--- config.mk ---
export PLATFORM = sky130hd
export DESIGN_NAME = matrix_mem
export DESIGN_NICKNAME = d
export VERILOG_FILES = /design/src/rtl/tetris_pkg.sv /design/src/rtl/row_popcount.sv /design/src/rtl/matrix_mem.sv
export SDC_FILE = /design/constraint.sdc
export NUM_CORES = 1
export LEC_CHECK = 0
export BUFFER_PORTS_ARGS = -buffer_cell sky130_fd_sc_hd__buf_2
export CORE_MARGIN = 4
export CORE_UTILIZATION = 50
export DETAILED_ROUTE_END_ITERATION = 12
export PLACE_DENSITY = 0.68
export SYNTH_ARGS = -nofsm -noshare
export SYNTH_HDL_FRONTEND = slang
export SYNTH_HIERARCHICAL = 1
export SYNTH_SLANG_ARGS = --single-unit
--- constraint.sdc ---
create_clock -name clk_i -period 19.05 [get_ports clk_i]
set_input_delay 0.9525 -clock clk_i [delete_from_list [all_inputs] [get_ports clk_i]]
set_output_delay 0.9525 -clock clk_i [all_outputs]
set_load 0.005 [all_outputs]
--- src/rtl/tetris_pkg.sv ---
// rtl/tetris_pkg.sv - shared types and helpers for the playfield matrix memory
package tetris_pkg;

  // Controller state: sweeping rows to zero, or serving ports A/B
  typedef enum bit [0:0] {eCLEAR, eREADY} mm_state_e;

  // Row address width for a given number of rows (never narrower than 1 bit)
  function automatic int row_addr_width(input int height);
    return (height > 1) ? $clog2(height) : 1;
  endfunction

endpackage

--- src/rtl/row_popcount.sv ---
// rtl/row_popcount.sv - combinational count of all-ones rows in a flattened array
module row_popcount #(
  parameter int width_p  = 16,
  parameter int height_p = 32
) (
  input  logic [height_p*width_p-1:0]     rows_i,
  output logic [$clog2(height_p+1)-1:0]   count_o
);

  localparam int count_width_lp = $clog2(height_p + 1);

  // Walk every row and count the ones whose cells are all set
  always_comb begin
    count_o = '0;
    for (int r = 0; r < height_p; r++) begin
      if (&rows_i[r*width_p +: width_p]) begin
        count_o = count_o + count_width_lp'(1);
      end
    end
  end

endmodule

--- src/rtl/matrix_mem.sv ---
// rtl/matrix_mem.sv - playfield bit matrix with clear sweep, two read ports and full-row count (option MATRIX_MEM_WRITE_FWD_EN)
module matrix_mem
  import tetris_pkg::*;
#(
  parameter int width_p  = 16,
  parameter int height_p = 32,
  localparam int addr_width_lp  = row_addr_width(height_p),
  localparam int count_width_lp = $clog2(height_p + 1)
) (
  input  logic                      clk_i,
  input  logic                      reset_n_i,
  input  logic                      clear_v_i,
  output logic                      ready_o,
  input  logic [addr_width_lp-1:0]  mm_read_addr_i,
  output logic [width_p-1:0]        mm_read_data_o,
  input  logic [addr_width_lp-1:0]  mm_write_addr_i,
  input  logic [width_p-1:0]        mm_write_data_i,
  input  logic                      mm_write_v_i,
  input  logic [addr_width_lp-1:0]  rd_addr_i,
  output logic [width_p-1:0]        rd_data_o,
  output logic [count_width_lp-1:0] full_count_o
);

  localparam logic [addr_width_lp-1:0] last_row_lp = addr_width_lp'(height_p - 1);

  mm_state_e                 state_q;
  logic [addr_width_lp-1:0]  clear_row_q;
  logic [count_width_lp-1:0] full_count_q;
  logic [width_p-1:0]        mem_q [height_p];

  logic                      ready;
  logic                      wr_accept;
  logic [height_p*width_p-1:0] rows_flat;
  logic [count_width_lp-1:0] full_rows;

  // Row addresses above the last row are legal on the wires but map to nothing
  function automatic logic addr_ok(input logic [addr_width_lp-1:0] a);
    return 32'(a) < 32'(height_p);
  endfunction

  assign ready     = (state_q == eREADY);
  assign ready_o   = ready;
  assign wr_accept = mm_write_v_i && ready && addr_ok(mm_write_addr_i);

  // Read-before-write: ports see the stored row, zero when idle-clearing or out of range
  assign mm_read_data_o = (ready && addr_ok(mm_read_addr_i)) ? mem_q[mm_read_addr_i] : '0;

`ifdef MATRIX_MEM_WRITE_FWD_EN
  // Renderer port sees an accepted write to its row in the same cycle
  assign rd_data_o = (wr_accept && (rd_addr_i == mm_write_addr_i)) ? mm_write_data_i :
                     (ready && addr_ok(rd_addr_i)) ? mem_q[rd_addr_i] : '0;
`else
  assign rd_data_o = (ready && addr_ok(rd_addr_i)) ? mem_q[rd_addr_i] : '0;
`endif

  // Flatten the array so the popcount block sees every row at once
  for (genvar r = 0; r < height_p; r++) begin : g_flat
    assign rows_flat[r*width_p +: width_p] = mem_q[r];
  end

  row_popcount #(
    .width_p  (width_p),
    .height_p (height_p)
  ) u_row_popcount (
    .rows_i  (rows_flat),
    .count_o (full_rows)
  );

  assign full_count_o = full_count_q;

  // Sweep controller and full-row count register; a clear request zeroes the count at once
  always_ff @(posedge clk_i or negedge reset_n_i) begin
    if (!reset_n_i) begin
      state_q      <= eCLEAR;
      clear_row_q  <= '0;
      full_count_q <= '0;
    end else begin
      full_count_q <= (ready && !clear_v_i) ? full_rows : '0;
      case (state_q)
        eCLEAR: begin
          if (clear_v_i) begin
            clear_row_q <= '0;
          end else if (clear_row_q == last_row_lp) begin
            clear_row_q <= '0;
            state_q     <= eREADY;
          end else begin
            clear_row_q <= clear_row_q + addr_width_lp'(1);
          end
        end
        eREADY: begin
          if (clear_v_i) begin
            clear_row_q <= '0;
            state_q     <= eCLEAR;
          end
        end
        default: begin
          state_q     <= eCLEAR;
          clear_row_q <= '0;
        end
      endcase
    end
  end

  // Array storage: the sweep owns the write port while clearing, port A otherwise
  always_ff @(posedge clk_i) begin
    if (state_q == eCLEAR) begin
      mem_q[clear_row_q] <= '0;
    end else if (wr_accept) begin
      mem_q[mm_write_addr_i] <= mm_write_data_i;
    end
  end

endmodule
# Yosys cells after proc, flatten, opt, wreduce, memory -nomap -nowiden
# Memories as Yosys holds them, arrays and structs flattened.
# Cells that the tools add are included.
[word_totals]
memories = 1
mem_bits_rw = 512
output_inout_bits = 39
latch_bits = 0
elab_cells = 125
regBits = 12
inputBits = 35
rom_bits = 0
[mem_list]
columns = ["memory", "depth", "width", "read_ports", "rd_ports_with_merged_regs", "write_ports", "line", "text"]
rows = [
  ["mem_q", 32, 16, 34, 0, 1, "matrix_mem.sv:29", "logic [width_p-1:0] mem_q [height_p];"],
]
[op_classes]
n_reduce_logical = 36
n_eq_ne = 2
mul = 0
mux = 50
n_div = 0
magnitude_cmp = 0
bitwise_logic = 1
n_shift = 0
n_addsub = 32
[ops]
columns = ["operator", "count"]
rows = [
  ["16-bit AND reduction", 32],
  ["6-bit 2-to-1 mux", 32],
  ["6-bit by 1-bit adder with 6-bit output (second input constant)", 30],
  ["16-bit 2-to-1 mux", 3],
  ["5-bit 2-to-1 mux", 4],
  ["16-bit OR reduction", 1],
  ["5-bit one-hot mux with 2 select lines", 1],
  ["1-bit 2-to-1 mux", 9],
  ["5-bit by 1-bit adder with 5-bit output (second input constant)", 1],
  ["5-bit equality test (second input constant)", 1],
  ["1-bit by 1-bit adder with 2-bit output (second input constant)", 1],
  ["1-bit logical AND", 2],
  ["2-bit inequality test (second input constant)", 1],
  ["1-bit one-hot mux with 2 select lines", 1],
  ["1-bit logical NOT", 1],
  ["1-bit NOT", 1],
]

# Logic depth before layout (Yosys ltp)
# Gate-level depths: netlist of the first run.
# An unclocked memory read counts as a cell.
[logic_depth]
depth_word = 66
mapped_depth = 89
depth_no_buf = 89

# Hierarchy
# Netlist of the first run, hierarchy kept.
[modules_own_cells]
columns = ["mod", "cells_per_inst", "area_per_inst_um2", "seq_area_each_um2", "instances"]
rows = [
  ["matrix_mem", 1276, 24802.5, 15675.0, 1],
  ["row_popcount", 748, 5629.1, 0.0, 1],
]

# Least setup slack after synthesis of the first run
# OpenSTA, ideal clock, no wires.
[synth_path]
path_type = "flip-flop to flip-flop"
startpoint = "memory mem_q[1][14]"
endpoint = "register full_count_q[5] (netlist: full_count_o[5])"
n_path_buf = 0
setup_time_ns = 0.119
synth_period_minus_slack_ns = 15.451
path_stages_with_launch = 84
required_time_ns = 18.931
setup_slack_ns = 3.599
arrival_ns = 15.332
path_cell_list = "edfxtp_1 > nand4_1 > or4_1 > ha_1 > xor2_2 > ha_1 > nand2_1 > nand2b_1 > ha_1 > inv_1 > a21oi_1 > ha_1 > nand2_1 > nand2_1 > ha_1 > a22oi_1 > xor2_1 > mux2_2 > [... 48 more ...] > mux2_2 > ha_1 > nand2_1 > nand2_1 > xor2_1 > mux2_2 > ha_1 > nand2_1 > o21ai_0 > ha_1 > mux2_2 > ha_1 > mux2_2 > nor3b_2 > maj3_1 > nand2_1 > xnor3_1 > and2_1"
[synth_lines]
columns = ["element", "line", "text"]
rows = [
  ["start, declared", "matrix_mem.sv:29", ""],
  ["end signal, assigned", "matrix_mem.sv:78", "full_count_q <= (ready && !clear_v_i) ? full_rows : '0;"],
  ["end, declared", "matrix_mem.sv:28", "logic [count_width_lp-1:0] full_count_q;"],
]

==> results of run 1 <==
sequential cells by signal (all words and copies together) (netlist names):
register,flops
full_count_o,6
mem_q,512
clear_row_q,5
ready_o,1
final timing paths:
check / from / endpoint
worst max-delay path: mem_q[1][12] / full_count_o[5]
worst min-delay path: reset_n_i / clear_row_q[2]
worst max register to register: mem_q[1][12] / full_count_o[5]
worst min register to register: clear_row_q[4] / clear_row_q[4]
max in group asynchronous: reset_n_i / ready_o
min in group clk_i: clear_v_i / clear_row_q[0]
synth_stat cells (37+ instances only):
cell / number / area (µm²)
sky130_fd_sc_hd__xnor2_1: 68 / 596
sky130_fd_sc_hd__mux4_2: 168 / 3780
sky130_fd_sc_hd__mux2i_1: 81 / 811
sky130_fd_sc_hd__mux4_1: 56 / 1470
sky130_fd_sc_hd__mux2_2: 76 / 856
sky130_fd_sc_hd__a21oi_1: 37 / 185
sky130_fd_sc_hd__o21ai_0: 48 / 240
sky130_fd_sc_hd__nor2_1: 89 / 334
sky130_fd_sc_hd__a31oi_1: 41 / 257
sky130_fd_sc_hd__edfxtp_1: 512 / 15400
sky130_fd_sc_hd__nand4_1: 131 / 820
sky130_fd_sc_hd__nand2_1: 102 / 383
sky130_fd_sc_hd__xor2_1: 37 / 324
where the power goes:
| group | switching (mW) | total [mW] | internal, mW |
|---|---|---|---|
| combinational | 0.0901 | 0.158 | 0.0679 |
| clock | 0.450 | 1.07 | 0.622 |
| sequential | 0.00932 | 1.27 | 1.26 |
metal layers:
metal	up-vias	part of all wire (%)
met2	1302	45
met5	-	0.014
li1	8691	-
met4	2	3.8
met3	163	13
met1	10442	38
kinds of logic (layout without fill, tap and decap cells):
logic type      count (synthesis)  in the layout  share of synthesized area [%]
compound gates                301            301                           7.18
other cells                     0              1                              0
xor+xnor                      138            138                           5.36
flops                         524            524                           51.5
fa+ha+maj                      34             34                           1.39
mux                           382            382                           22.8
buf+inv                       145            271                           2.61
simple gates                  500            500                           9.13
layout make-up:
type,instances,area [µm²],share of cell area [%]
Timing Repair Buffer,143,916,2.73
Inverter,33,129,0.384
Antenna cell,1,2.50,0.00746
Clock buffer,63,1410,4.19
Multi-Input combinational cell,1355,14100,42.0
Tap cell,782,978,2.92
Clock inverter,32,358,1.07
Sequential cell,524,15700,46.7
stage by stage:
stage          worst slack [ps]  cells  power (mW)  instance area [µm²]
2_1_floorplan              3600   2024        1.40                30400
3_3_place_gp               2580   2837        1.45                31800
3_5_place_dp               1990   2837        1.45                31800
4_1_cts                    1920   2932        2.50                33500
5_1_grt                     439   2932        2.56                33500
6_report                   1810   2933        2.50                33500
==> Flow_metrics.wiki, run 1 <==
{| class="wikitable"
! Metric !! Value
|-
| Status || finished, final reports clean
|-
| Worst min-delay path category || in -> async
|-
| Worst-Skew Late Latency || 620 ps
|-
| GR Layer Usage met3 || 8.86%
|-
| Netlist area before placement || between 30000 and 40000 µm²
|-
| Highest-count cells in the layout ignoring fill and taps || sky130_fd_sc_hd__edfxtp_1 (512), sky130_fd_sc_hd__mux4_2 (168), sky130_fd_sc_hd__nand4_1 (131), sky130_fd_sc_hd__nand2_1 (102), sky130_fd_sc_hd__nor2_1 (84)
|-
| Register-to-Register Setup Slack || ~1800 ps
|-
| Fmax || between 0.05 and 0.06 GHz
|-
| Worst hold slack after final layout || 290 ps
|-
| CTS buffer count || between 50 and 60
|-
| Leak Pwr || 12.2 nW
|-
| Dominant synthesized flop cell || sky130_fd_sc_hd__edfxtp_1
|-
| Per-cell via count in the routed design || 7.02
|-
| DIE AREA || about 65000 µm²
|-
| Clk pin slew, worst setup/hold paths || approximately 70 ps
|-
| # hold bufs at CTS || 0
|-
| Detailed placement HPWL || approximately 64 mm
|-
| Core Box Area || a little over 60000 µm²
|-
| Final count of negative-setup-slack endpoints || 0
|-
| Synthesis-stage register bit count || 524
|-
| Length in cells of the worst reg-to-reg path || 83
|-
| Number of enable flip-flop cells after synthesis || between 500 and 600
|-
| Crit. End Element || register
|-
| Number of violations of the max-capacitance limit || 0
|-
| Post-route fraction of the period consumed by the critical path || between 90% and 100%
|-
| Met1 global-route usage || a little under two fifths
|-
| Max Buffers Root-to-Sink || 3
|-
| Number of antenna violations at the first check in global routing || 2
|-
| Most frequent CP cell || sky130_fd_sc_hd__ha_1
|-
| Number of top-level pins || 74
|-
| Number of remaining DRC errors || 0
|-
| Final standard cell utilization of the core || a little under three fifths
|-
| Routed wire length || about 91 mm
|-
| Async set-reset flop share out of synthesis || about 2.3%
|-
| Clock tree from TritonCTS || built
|-
| GRT Max-Usage Layer || met2
|-
| Cell type of the slowest stage on the worst timing path || sky130_fd_sc_hd__or4_1
|-
| Height of the die || approximately 250 µm
|-
| VDD IR-drop max || roughly 0.088 mV
|-
| Met2 Usage GRT || between 40% and 50%
|-
| Mapped Cells || between 2000 and 2500
|-
| Critical path fanouts, max || 6
|-
| Layout cells sized above 1 || about a quarter
|-
| Setup crit start kind || register
|-
| Number of buffers and inverters on the critical path || 2
|-
| Maximum single-stage delay on the critical path || 590 ps
|-
| Total number of vias || about 21000
|-
| GRT overflow || 0
|-
| Data required, critical path || 19550 ps
|-
| Wire length of the first global-routing pass || ~130 mm
|-
| Overall die width || 255 µm
|-
| Relative max-transition margin || a little under a quarter
|-
| Antenna Nets Post-Route || 0
|-
| Arrival time of the worst setup path || around 18000 ps
|-
| Fill cell count || approximately 4700
|-
| Final worst clock skew || 28.4 ps
|-
| Final period demand of the worst path || around 17000 ps
|-
| Signed area change from the synthesized netlist to the final layout || 10.2%
|-
| Hold Fails Final Rpt || 0
|-
| Final routed wire length divided by cell count || 31.2 µm
|-
| Category of cells accounting for the largest share of critical-path delay || adder cells
|-
| Port Buf Inserts || 73
|-
| Post-synth net total || 2092
|-
| Number of global-route vias before repair || roughly 20000
|-
| Slew at the pin with the worst max-slew slack || 1140 ps
|-
| Buffer type at the clock tree root || sky130_fd_sc_hd__clkbuf_16
|-
| Number of optimization iterations in the first detailed-route pass || 7
|-
| Mean instance size in the synthesized netlist || between 15 and 20 µm²
|-
| Syn. warnings || 6
|-
| CTS HTree Levels || 2
|-
| Resized cells post-CTS || 0
|-
| Number of buffers inserted by post-CTS setup repair || 0
|-
| Max Transition Viols Final || 0
|-
| Setup TNS || 0 ps
|-
| Power per cell area || 74.5 nW/µm²
|-
| Number of rows in the core area || 90
|-
| Setup Crit Path Kind || reg -> reg
|-
| Starting density of the core || between 50 and 60%
|-
| TritonCTS sink count || 524
|-
| Depth of the critical timing path with buffers and inverters included || 83
|-
| Initial DRC count || ~2200
|-
| RSZ-0062 raised after global routing || no
|-
| Most common library cell in the layout ignoring fill and taps || sky130_fd_sc_hd__edfxtp_1
|-
| Final GP Congestion || 1.01
|-
| Maximum number of pins on one net before global-route repair || 72
|-
| Sequential share of the synthesized area || between 50% and 60%
|-
| Total routing resource utilization after global routing || between 20% and 30%
|-
| Final nets || around 2200
|-
| Number of different library cells in the post-synthesis netlist || 95
|}
Note: power is estimated with default switching activity, not from simulation.
==> run 2: changes to the inputs <==
--- a/config.mk
+++ b/config.mk
@@ -5,11 +5,11 @@
 export SDC_FILE = /design/constraint.sdc
 export NUM_CORES = 1
 export LEC_CHECK = 0
-export BUFFER_PORTS_ARGS = -buffer_cell sky130_fd_sc_hd__buf_2
 export CORE_MARGIN = 4
 export CORE_UTILIZATION = 50
 export DETAILED_ROUTE_END_ITERATION = 12
-export PLACE_DENSITY = 0.68
+export DONT_BUFFER_PORTS = 1
+export PLACE_DENSITY = 0.67
 export SYNTH_ARGS = -nofsm -noshare
 export SYNTH_HDL_FRONTEND = slang
 export SYNTH_HIERARCHICAL = 1
==> Flow_metrics.wiki, run 2 (same netlist as run 1, synthesis figures left out) <==
{| class="wikitable"
! Metric !! Value
|-
| Status || finished, final reports clean
|-
| Detailed placement HPWL || ~65 mm
|-
| Number of flip-flops in the largest register || between 500 and 600
|-
| TritonCTS sink count || around 520
|-
| Power per cell area || approximately 74 nW/µm²
|-
| Most common library cell in the layout ignoring fill and taps || sky130_fd_sc_hd__edfxtp_1
|-
| Wire length of the first global-routing pass || 138 mm
|-
| Maximum number of pins on one net before global-route repair || 129
|-
| CTS HTree Levels || 2
|-
| Final GP Congestion || 1.02
|-
| Clk pin slew, worst setup/hold paths || roughly 60 ps
|-
| RSZ-0062 raised after global routing || no
|-
| Start point of the worst min-delay path || clear_v_i
|-
| # hold bufs at CTS || 1
|-
| Number of buffers inserted by post-CTS setup repair || 0
|-
| Final routed wire length divided by cell count || between 30 and 40 µm
|-
| CTS buffer count || 54
|-
| Highest-count cells in the layout ignoring fill and taps || sky130_fd_sc_hd__edfxtp_1 (512), sky130_fd_sc_hd__mux4_2 (168), sky130_fd_sc_hd__nand4_1 (131), sky130_fd_sc_hd__nand2_1 (102), sky130_fd_sc_hd__nor2_1 (87)
|-
| Total routing resource utilization after global routing || approximately 29%
|-
| Worst min-delay path category || in -> reg
|-
| Initial DRC count || 3210
|-
| Fmax || ~0.059 GHz
|-
| Max Transition Viols Final || 0
|-
| VDD IR-drop max || ~0.076 mV
|-
| Setup TNS || 0 ps
|-
| Signed area change from the synthesized netlist to the final layout || 8.83%
|-
| Buffer type at the clock tree root || sky130_fd_sc_hd__clkbuf_16
|-
| GRT overflow || 0
|-
| Number of top-level pins || 74
|-
| Power consumption || roughly 2.5 mW
|-
| Total number of vias || about 20000
|-
| Starting density of the core || 50.4%
|-
| Resized cells post-CTS || 0
|-
| Overall die width || 255 µm
|-
| Relative max-transition margin || between 7 and 8%
|-
| Final period demand of the worst path || about 17000 ps
|-
| Core Box Area || ~60000 µm²
|-
| Antenna Nets Post-Route || 0
|-
| Arrival time of the worst setup path || roughly 18000 ps
|-
| Port Buf Inserts || 0
|-
| Critical path fanouts, max || 6
|-
| Register with the most flip-flops || mem_q
|-
| Max Buffers Root-to-Sink || 3
|-
| Setup Crit Path Kind || reg -> reg
|-
| Number of global-route vias before repair || ~20000
|-
| Number of violations of the max-capacitance limit || 0
|-
| Number of remaining DRC errors || 0
|-
| Final worst clock skew || 71.6 ps
|-
| Layout cells sized above 1 || between 20 and 25%
|-
| Crit. End Element || register
|-
| Most frequent CP cell || sky130_fd_sc_hd__ha_1
|-
| Reg-to-Reg Start || mem_q[1][11]
|-
| Height of the die || around 250 µm
|-
| Hold Fails Final Rpt || 0
|-
| Leak Pwr || ~12 nW
|-
| Setup crit start kind || register
|-
| Start point of the critical path || mem_q[1][11]
|-
| Final count of negative-setup-slack endpoints || 0
|-
| Number of antenna violations at the first check in global routing || 2
|-
| Worst-Skew Late Latency || 640 ps
|-
| Post-route fraction of the period consumed by the critical path || about nine tenths
|-
| Number of rows in the core area || 90
|-
| Data required, critical path || 19560 ps
|-
| Cell type of the slowest stage on the worst timing path || sky130_fd_sc_hd__or4_1
|-
| Slew at the pin with the worst max-slew slack || around 1400 ps
|-
| Number of optimization iterations in the first detailed-route pass || 6
|-
| Routed wire length || around 95 mm
|-
| Clock tree from TritonCTS || built
|-
| DIE AREA || ~65000 µm²
|-
| Final nets || 2104
|-
| Per-cell via count in the routed design || about 7.2
|-
| Maximum single-stage delay on the critical path || around 630 ps
|-
| Worst hold slack after final layout || 361 ps
|}
==> run 2: cell types whose count changed in the layout (fill, tap and decap cells not counted), sizes merged <==
cell / before / now
clkinv: 19 / 20
clkbuf: 63 / 66
dlygate4sd3: 0 / 1
buf: 143 / 67
==> run 2: layer usage <==
metal,vias to the layer above,part of all wire [%],GRT usage [%]
met5,-,0.069,0.733
met4,2,4.2,10.3
met3,227,14,7.85
met2,1536,45,44.5
met1,10298,36,40.7
li1,8526,-,-
==> run 2: area by class of cell <==
class | count | area [µm²]
Fill cell | 4794 | 27200
Sequential cell | 524 | 15700
Multi-Input combinational cell | 1355 | 14100
Clock buffer | 66 | 1400
Tap cell | 782 | 978
Timing Repair Buffer | 68 | 513
Clock inverter | 33 | 368
Inverter | 33 | 129
Antenna cell | 1 | 2.50
==> run 2: stage by stage <==
stage / utilization (%) / worst slack, ps / std cells / cell area, µm²
after floorplan: - / 3600 / 2024 / 30400
after global placement: 51.9 / 2780 / 2761 / 31300
after detailed placement: 51.9 / 2170 / 2761 / 31300
after CTS: 54.9 / 2100 / 2861 / 33100
after global routing: 54.9 / 638 / 2861 / 33100
final: 54.9 / 2040 / 2862 / 33100
==> run 2: path summary, 6_finish.rpt <==
| path | end | slack [ps] | cells past startpoint |
|---|---|---|---|
| setup / recovery | full_count_o[5] | 2040 | 83 |
| hold / removal | ready_o | 360 | 1 |
| setup reg to reg | full_count_o[5] | 2040 | 83 |
| hold reg to reg | clear_row_q[2] | 640 | 2 |
| max in group asynchronous | ready_o | 17460 | 1 |
| min in group asynchronous | clear_row_q[2] | 920 | 1 |
==> run 2: critical path, delay by kind of cell, from the launching register on <==
| kind | cells | cell delay (ps) |
|---|---|---|
| AOI/OAI and AO/OA | 21 | 3440 |
| and+or+nand+nor | 19 | 2410 |
| adders and majority gates | 19 | 5800 |
| buffers and inverters | 2 | 140 |
| DFF | 1 | 370 |
| muxes | 9 | 2110 |
| xor gates and xnor gates | 13 | 2560 |
==> run 2: where the power goes <==
part	internal, mW	switching (mW)	total, mW
clock network	0.616	0.457	1.07
logic	0.0635	0.0590	0.123
registers	1.26	0.00934	1.27
